## src/rtl/apb_resp_pkg.sv

```systemverilog
// Shared types and sizing for the APB slave responder and its protocol checker.
// The optional checker is enabled by defining APB_RESP_CHECK_EN.
package apb_resp_pkg;

  localparam int NUM_REGIONS  = 4;
  localparam int REGION_WORDS = 16;
  localparam int DATA_W       = 32;
  localparam int ERR_CNT_W    = 8;
  localparam int REGION_BITS  = $clog2(NUM_REGIONS);
  localparam int WORD_BITS    = $clog2(REGION_WORDS);
  localparam int MEM_WORDS    = NUM_REGIONS * REGION_WORDS;

  typedef enum logic [1:0] {
    IDLE   = 2'd0,
    SETUP  = 2'd1,
    ACCESS = 2'd2
  } state_t;

  // Encodes a one-hot select into a region number; callers only use it on single-hot input.
  function automatic logic [REGION_BITS-1:0] sel_to_region(input logic [NUM_REGIONS-1:0] sel);
    logic [REGION_BITS-1:0] region;
    region = '0;
    for (int i = 0; i < NUM_REGIONS; i++) begin
      if (sel[i]) region = REGION_BITS'(i);
    end
    return region;
  endfunction

endpackage

```

## src/rtl/apb_resp_checker.sv

```systemverilog
// APB protocol-violation detector with sticky flag and saturating counter.
// Only instantiated when APB_RESP_CHECK_EN is defined.
module apb_resp_checker
  import apb_resp_pkg::*;
(
  input  logic                   clk,
  input  logic                   rst,
  input  state_t                 state,
  input  logic [NUM_REGIONS-1:0] sel,
  input  logic                   enable,
  input  logic                   write,
  input  logic [WORD_BITS-1:0]   addr,
  input  logic [NUM_REGIONS-1:0] cap_sel,
  input  logic [WORD_BITS-1:0]   cap_addr,
  input  logic                   cap_write,
  output logic                   violation,
  output logic                   prot_err,
  output logic [ERR_CNT_W-1:0]   err_cnt
);

  logic single_hot;
  logic multi_hot;
  logic new_setup;
  logic ctrl_change;

  assign single_hot  = $onehot(sel);
  assign multi_hot   = (sel != '0) && !single_hot;
  assign new_setup   = single_hot && !enable;
  assign ctrl_change = (sel != cap_sel) || (addr != cap_addr) || (write != cap_write);

  // Several rules can fire together; they still count as one violation per cycle.
  assign violation = (enable && (state == IDLE))
                  || (enable && (state == ACCESS))
                  || ((state == SETUP) && !enable && (sel != '0) && !new_setup)
                  || ((state == SETUP) && enable && ctrl_change)
                  || multi_hot;

  always_ff @(posedge clk) begin
    if (rst) begin
      prot_err <= 1'b0;
      err_cnt  <= '0;
    end else if (violation) begin
      prot_err <= 1'b1;
      if (err_cnt != '1) err_cnt <= err_cnt + ERR_CNT_W'(1);
    end
  end

endmodule

```

## src/rtl/apb_slave_responder.sv

```systemverilog
// APB slave responder: 4 regions x 16 words of storage behind a one-hot Psel.
// Define APB_RESP_CHECK_EN to build in protocol-violation checking.
module apb_slave_responder
  import apb_resp_pkg::*;
(
  input  logic                   clk,
  input  logic                   Prst,
  input  logic [NUM_REGIONS-1:0] Psel,
  input  logic                   Penable,
  input  logic                   Pwrite,
  input  logic [31:0]            Paddr,
  input  logic [DATA_W-1:0]      Pwdata,
  output logic [DATA_W-1:0]      Prdata,
  output logic                   prot_err,
  output logic [ERR_CNT_W-1:0]   err_cnt
);

  state_t state, next_state;

  logic [NUM_REGIONS-1:0]           cap_sel;
  logic [WORD_BITS-1:0]             cap_addr;
  logic                             cap_write;
  logic [WORD_BITS-1:0]             word_addr;
  logic [REGION_BITS+WORD_BITS-1:0] index;
  logic                             single_hot;
  logic                             multi_hot;
  logic                             setup_cycle;
  logic                             read_setup;
  logic                             advance;
  logic                             violation;
  logic                             write_en;
  logic                             unused_bits;

  logic [DATA_W-1:0] mem [MEM_WORDS];

  assign word_addr   = Paddr[5:2];
  assign index       = {sel_to_region(Psel), word_addr};
  assign single_hot  = $onehot(Psel);
  assign multi_hot   = (Psel != '0) && !single_hot;
  assign setup_cycle = single_hot && !Penable;
  assign read_setup  = setup_cycle && !Pwrite;

`ifdef APB_RESP_CHECK_EN
  logic access_match;

  assign access_match = (state == SETUP) && Penable && (Psel == cap_sel)
                     && (word_addr == cap_addr) && (Pwrite == cap_write);
  assign advance      = access_match;
  assign write_en     = access_match && Pwrite && !violation;
  assign unused_bits  = ^{Paddr[31:6], Paddr[1:0]};

  apb_resp_checker u_checker (
    .clk       (clk),
    .rst       (Prst),
    .state     (state),
    .sel       (Psel),
    .enable    (Penable),
    .write     (Pwrite),
    .addr      (word_addr),
    .cap_sel   (cap_sel),
    .cap_addr  (cap_addr),
    .cap_write (cap_write),
    .violation (violation),
    .prot_err  (prot_err),
    .err_cnt   (err_cnt)
  );
`else
  // Without the checker the access phase trusts the bus and uses the live address.
  assign advance     = (state == SETUP) && Penable && single_hot;
  assign write_en    = advance && Pwrite;
  assign violation   = 1'b0;
  assign prot_err    = 1'b0;
  assign err_cnt     = '0;
  assign unused_bits = ^{Paddr[31:6], Paddr[1:0], cap_sel, cap_addr, cap_write};
`endif

  always_comb begin
    next_state = IDLE;
    if (violation || multi_hot) begin
      next_state = IDLE;
    end else if (setup_cycle) begin
      next_state = SETUP;
    end else if (advance) begin
      next_state = ACCESS;
    end
  end

  // Prdata only holds a word for the access cycle that follows a read setup.
  always_ff @(posedge clk) begin
    if (Prst) begin
      state     <= IDLE;
      cap_sel   <= '0;
      cap_addr  <= '0;
      cap_write <= 1'b0;
      Prdata    <= '0;
      for (int i = 0; i < MEM_WORDS; i++) mem[i] <= '0;
    end else begin
      state <= next_state;
      if (setup_cycle) begin
        cap_sel   <= Psel;
        cap_addr  <= word_addr;
        cap_write <= Pwrite;
      end
      if (write_en) mem[index] <= Pwdata;
      Prdata <= read_setup ? mem[index] : '0;
    end
  end

endmodule

```

## config.mk

```make
export PLATFORM = sky130hd
export DESIGN_NAME = apb_slave_responder
export DESIGN_NICKNAME = d
export VERILOG_FILES = /design/src/rtl/apb_resp_pkg.sv /design/src/rtl/apb_resp_checker.sv /design/src/rtl/apb_slave_responder.sv
export SDC_FILE = /design/constraint.sdc
export NUM_CORES = 2
export LEC_CHECK = 0
export ABC_AREA = 1
export CAP_MARGIN = 20
export CORE_MARGIN = 10
export CORE_UTILIZATION = 63
export CTS_CLUSTER_DIAMETER = 200
export DETAILED_ROUTE_END_ITERATION = 6
export HOLD_SLACK_MARGIN = 0.05
export PLACE_DENSITY = 0.8
export SLEW_MARGIN = 10
export SYNTH_ARGS = -nofsm -noshare
export SYNTH_HDL_FRONTEND = slang
export SYNTH_HIERARCHICAL = 1
export SYNTH_SLANG_ARGS = --single-unit
```

## constraint.sdc

```tcl
create_clock -name clk -period 4.4 [get_ports clk]
set_clock_uncertainty 0.2 [all_clocks]
set_input_delay 0.44 -clock clk [delete_from_list [all_inputs] [get_ports clk]]
set_output_delay 0.44 -clock clk [all_outputs]
set_load 0.01 [all_outputs]
```

==> results.toml <==
[die]
die_w_um = 407.2
die_y_um = 407.2
start_util_pct = 63.20
fp.dieArea_um2 = 165800
pin_count = 113
design.core.area_um2 = 149400
std_cell_rows = 142

[yosys]
synth.top_cell.area_share_pct = 65.12
synth_cells = 10020
synth_area_leaders = "edfxtp_1 (65%), nand2_1 (12%), nor2_1 (9.6%), clkbuf_1 (2.4%), nand4_1 (2.3%)"
netlist_area_um2 = 94430
yosysSeqAreaShare_pct = 65.85
synth_warnings = 6
avgSynthCellArea_um2 = 9.421
synth-seq-cells = 2082
synth_top_cell_by_area = "edfxtp_1"
synth_cell_types = 27

[detailed_routing]
routedWlPerCell_um = 25.13
first_pass_iters = 7
drc_errors = 3
totalWireLength_um = 301200
drtIter0Drc = 12440
vias = 74600
via_per_inst = 6.225
ant_nets = 0

[grt]
grt_use_total_pct = 35.10
grt-ovfl-total = 0
met1_usage_pct = 45.02
grt.met2_usage_pct = 52.06
gr-usage-met3_pct = 10.28
grt_pass1_wl_um = 440600
gr-max-usage-layer = "met2"
grt_max_degree = 169
antenna_found_initial = 7
first_global_vias = 70620

[finish]
multi_input_area_um2 = 27700
fin_util_pct = 70.10
ff_latch_area_um2 = 62180
fillCellCount = 10340
drive_above_1_share_pct = 6.883
num-nets-final = 9875
fin_cells = 11990
area_delta_synth_final_pct = 10.91

[sta]
rsz0062_at_grt = "no"
max_slew.worst_pin.slew_ns = 1.213
finalSetupViolCount = 0
fin_crit_ns = 3.443
fin_hold_ws_ns = 0.1241
fmax_mhz = 290.4
hold_violations = 0
final.period_utilization_pct = 78.25
slew_headroom_pct = 19.14
slew_violations = 0
fin_setup_tns_ns = 0

[worst_setup_path]
critPathLaunchType = "primary input"
worst_ep_arrival_time_ns = 3.77
endpoint_kind = "flop"
required_ns = 4.73
critPathKind = "in -> reg"
critPathMaxFanout = 10

[outcome]
status = "finished, violations left"
violations = "DRC"

[power_and_ir_drop]
p_per_area_nw_per_um2 = 404.0
leakage_nw = 44.15
ir_drop_uv = 417.6

[clocking]
cts_tree = "built"
cts_resized = 0
max-clock-path-buffers = 3
path_clk_slew_ns = 0.06
cts_setup_buffers = 0
cts_hold_buffers = 1
cts_buffers = 203
clk_latency_ns = 0.84
clock-sinks = 2082
cts_max_level = 4
cts_root_buffer = "clkbuf_16"

[placed_design]
gp_congestion = 0.9702
post-place-cells = 11610
post-dp-hpwl_um = 173900
portBuffers = 75

[job]
drv_cap = 0

[hold_path]
hold_class = "in -> reg"
-- cell usage after synthesis --
| cell type | number |
|---|---|
| nor2_1 | 2408 |
| a21oi_1 | 343 |
| buf_1 | 70 |
| buf_4 | 10 |
| buf_2 | 167 |
| nand3_2 | 2 |
| nor3_1 | 4 |
| o21ai_0 | 221 |
| clkinv_1 | 1 |
| o21ai_1 | 1 |
| nor3b_2 | 1 |
| clkbuf_1 | 610 |
| conb_1 | 1 |
| nand4_1 | 346 |
| nand2_2 | 8 |
| edfxtp_1 | 2048 |
| inv_2 | 38 |
| nor2_4 | 2 |
| fa_1 | 1 |
| nand2_1 | 3036 |
| nor3_2 | 2 |
| ha_1 | 2 |
| nand3_1 | 377 |
| nor2_2 | 7 |
| dfxtp_1 | 34 |
| nand3b_1 | 7 |
| inv_1 | 277 |
-- cells by family (layout without fill, tap and decap cells) --
group           Yosys count  in the layout  share of synthesized area [%]
simple gates           6200           6200                          26.19
flops                  2082           2082                          65.85
buf+inv                1173           1108                          4.924
compound gates          565            565                          2.994
fa+ha+maj                 3              3                        0.04770
other cells               1             11                       0.003971
-- final timing paths --
path / from / end / slack, ns / depth (start not counted)
worst max register to register: mem[25][22] / Prdata[22] / 1.84 / 8
worst max-delay path: Psel[0] / mem[1][2] / 0.96 / 16
worst min register to register: state[0] / state[1] / 0.28 / 2
worst min-delay path: Prst / state[1] / 0.12 / 2
-- per-stage QoR --
| step | power (mW) | setup WS [ns] | area [um2] |
|---|---|---|---|
| CTS | 42.14 | 1.036 | 104700 |
| detailed placement | 25.80 | 0.1795 | 98430 |
| finish | 42.31 | 0.9570 | 104700 |
| global placement | 25.73 | 0.1751 | 98430 |
| global route | 43.20 | 0.8364 | 104700 |
| floorplan | 24.37 | 0.4022 | 94460 |
-- area by class of cell --
cell class              count  area share [%]
flip-flops and latches   2082           59.37
multi-input cells        6777           26.45
clock buffers             265           5.243
repair buffers            420           4.611
well taps                2016           2.408
inverters                 316           1.168
clock inverters           107          0.7526
diodes                      2        0.004778
-- routing by layer --
layer | routed length, um | vias up
met3 | 47260 | 1122
li1 | - | 32480
met1 | 99350 | 34880
met4 | 23490 | 4
met2 | 131100 | 6116
met5 | 30 | -
-- where the power goes --
group	leakage [nW]	internal [mW]	switching, mW
clock network	3.06	9.32	7.44
registers	22.3	22.2	0.134
logic	18.8	0.688	2.55
total	44.2	32.2	10.1
-- layout by cell type, fill, tap and decap left out, types with 210 or more instances in the layout --
cell / synthesis / layout
nand2_1: 3036 / 3036
o21ai_0: 221 / 221
edfxtp_1: 2048 / 2048
nand4_1: 346 / 346
nand3_1: 377 / 374
clkbuf_16: 0 / 210
nor2_1: 2408 / 2407
buf_4: 10 / 226
a21oi_1: 343 / 343
inv_1: 277 / 276
-- registers in the layout, indices dropped and copies added (netlist names) --
| register | cells |
|---|---|
| Prdata | 32 |
| mem | 2048 |
| state | 2 |
-- critical path, cell delays in order --
cell and delay (ns):
clkdlybuf4s50_1 0.47, inv_1 0.06, fa_1 0.54, inv_1 0.04
ha_1 0.17, ha_1 0.30, nor3b_2 0.21, nand3_1 0.10
nor2_1 0.16, nand2_2 0.09, buf_12 0.16, nor2_2 0.25
buf_4 0.27, nand2_1 0.13, nand2_1 0.15, buf_4 0.22
Note: power is estimated with default switching activity, not from simulation.
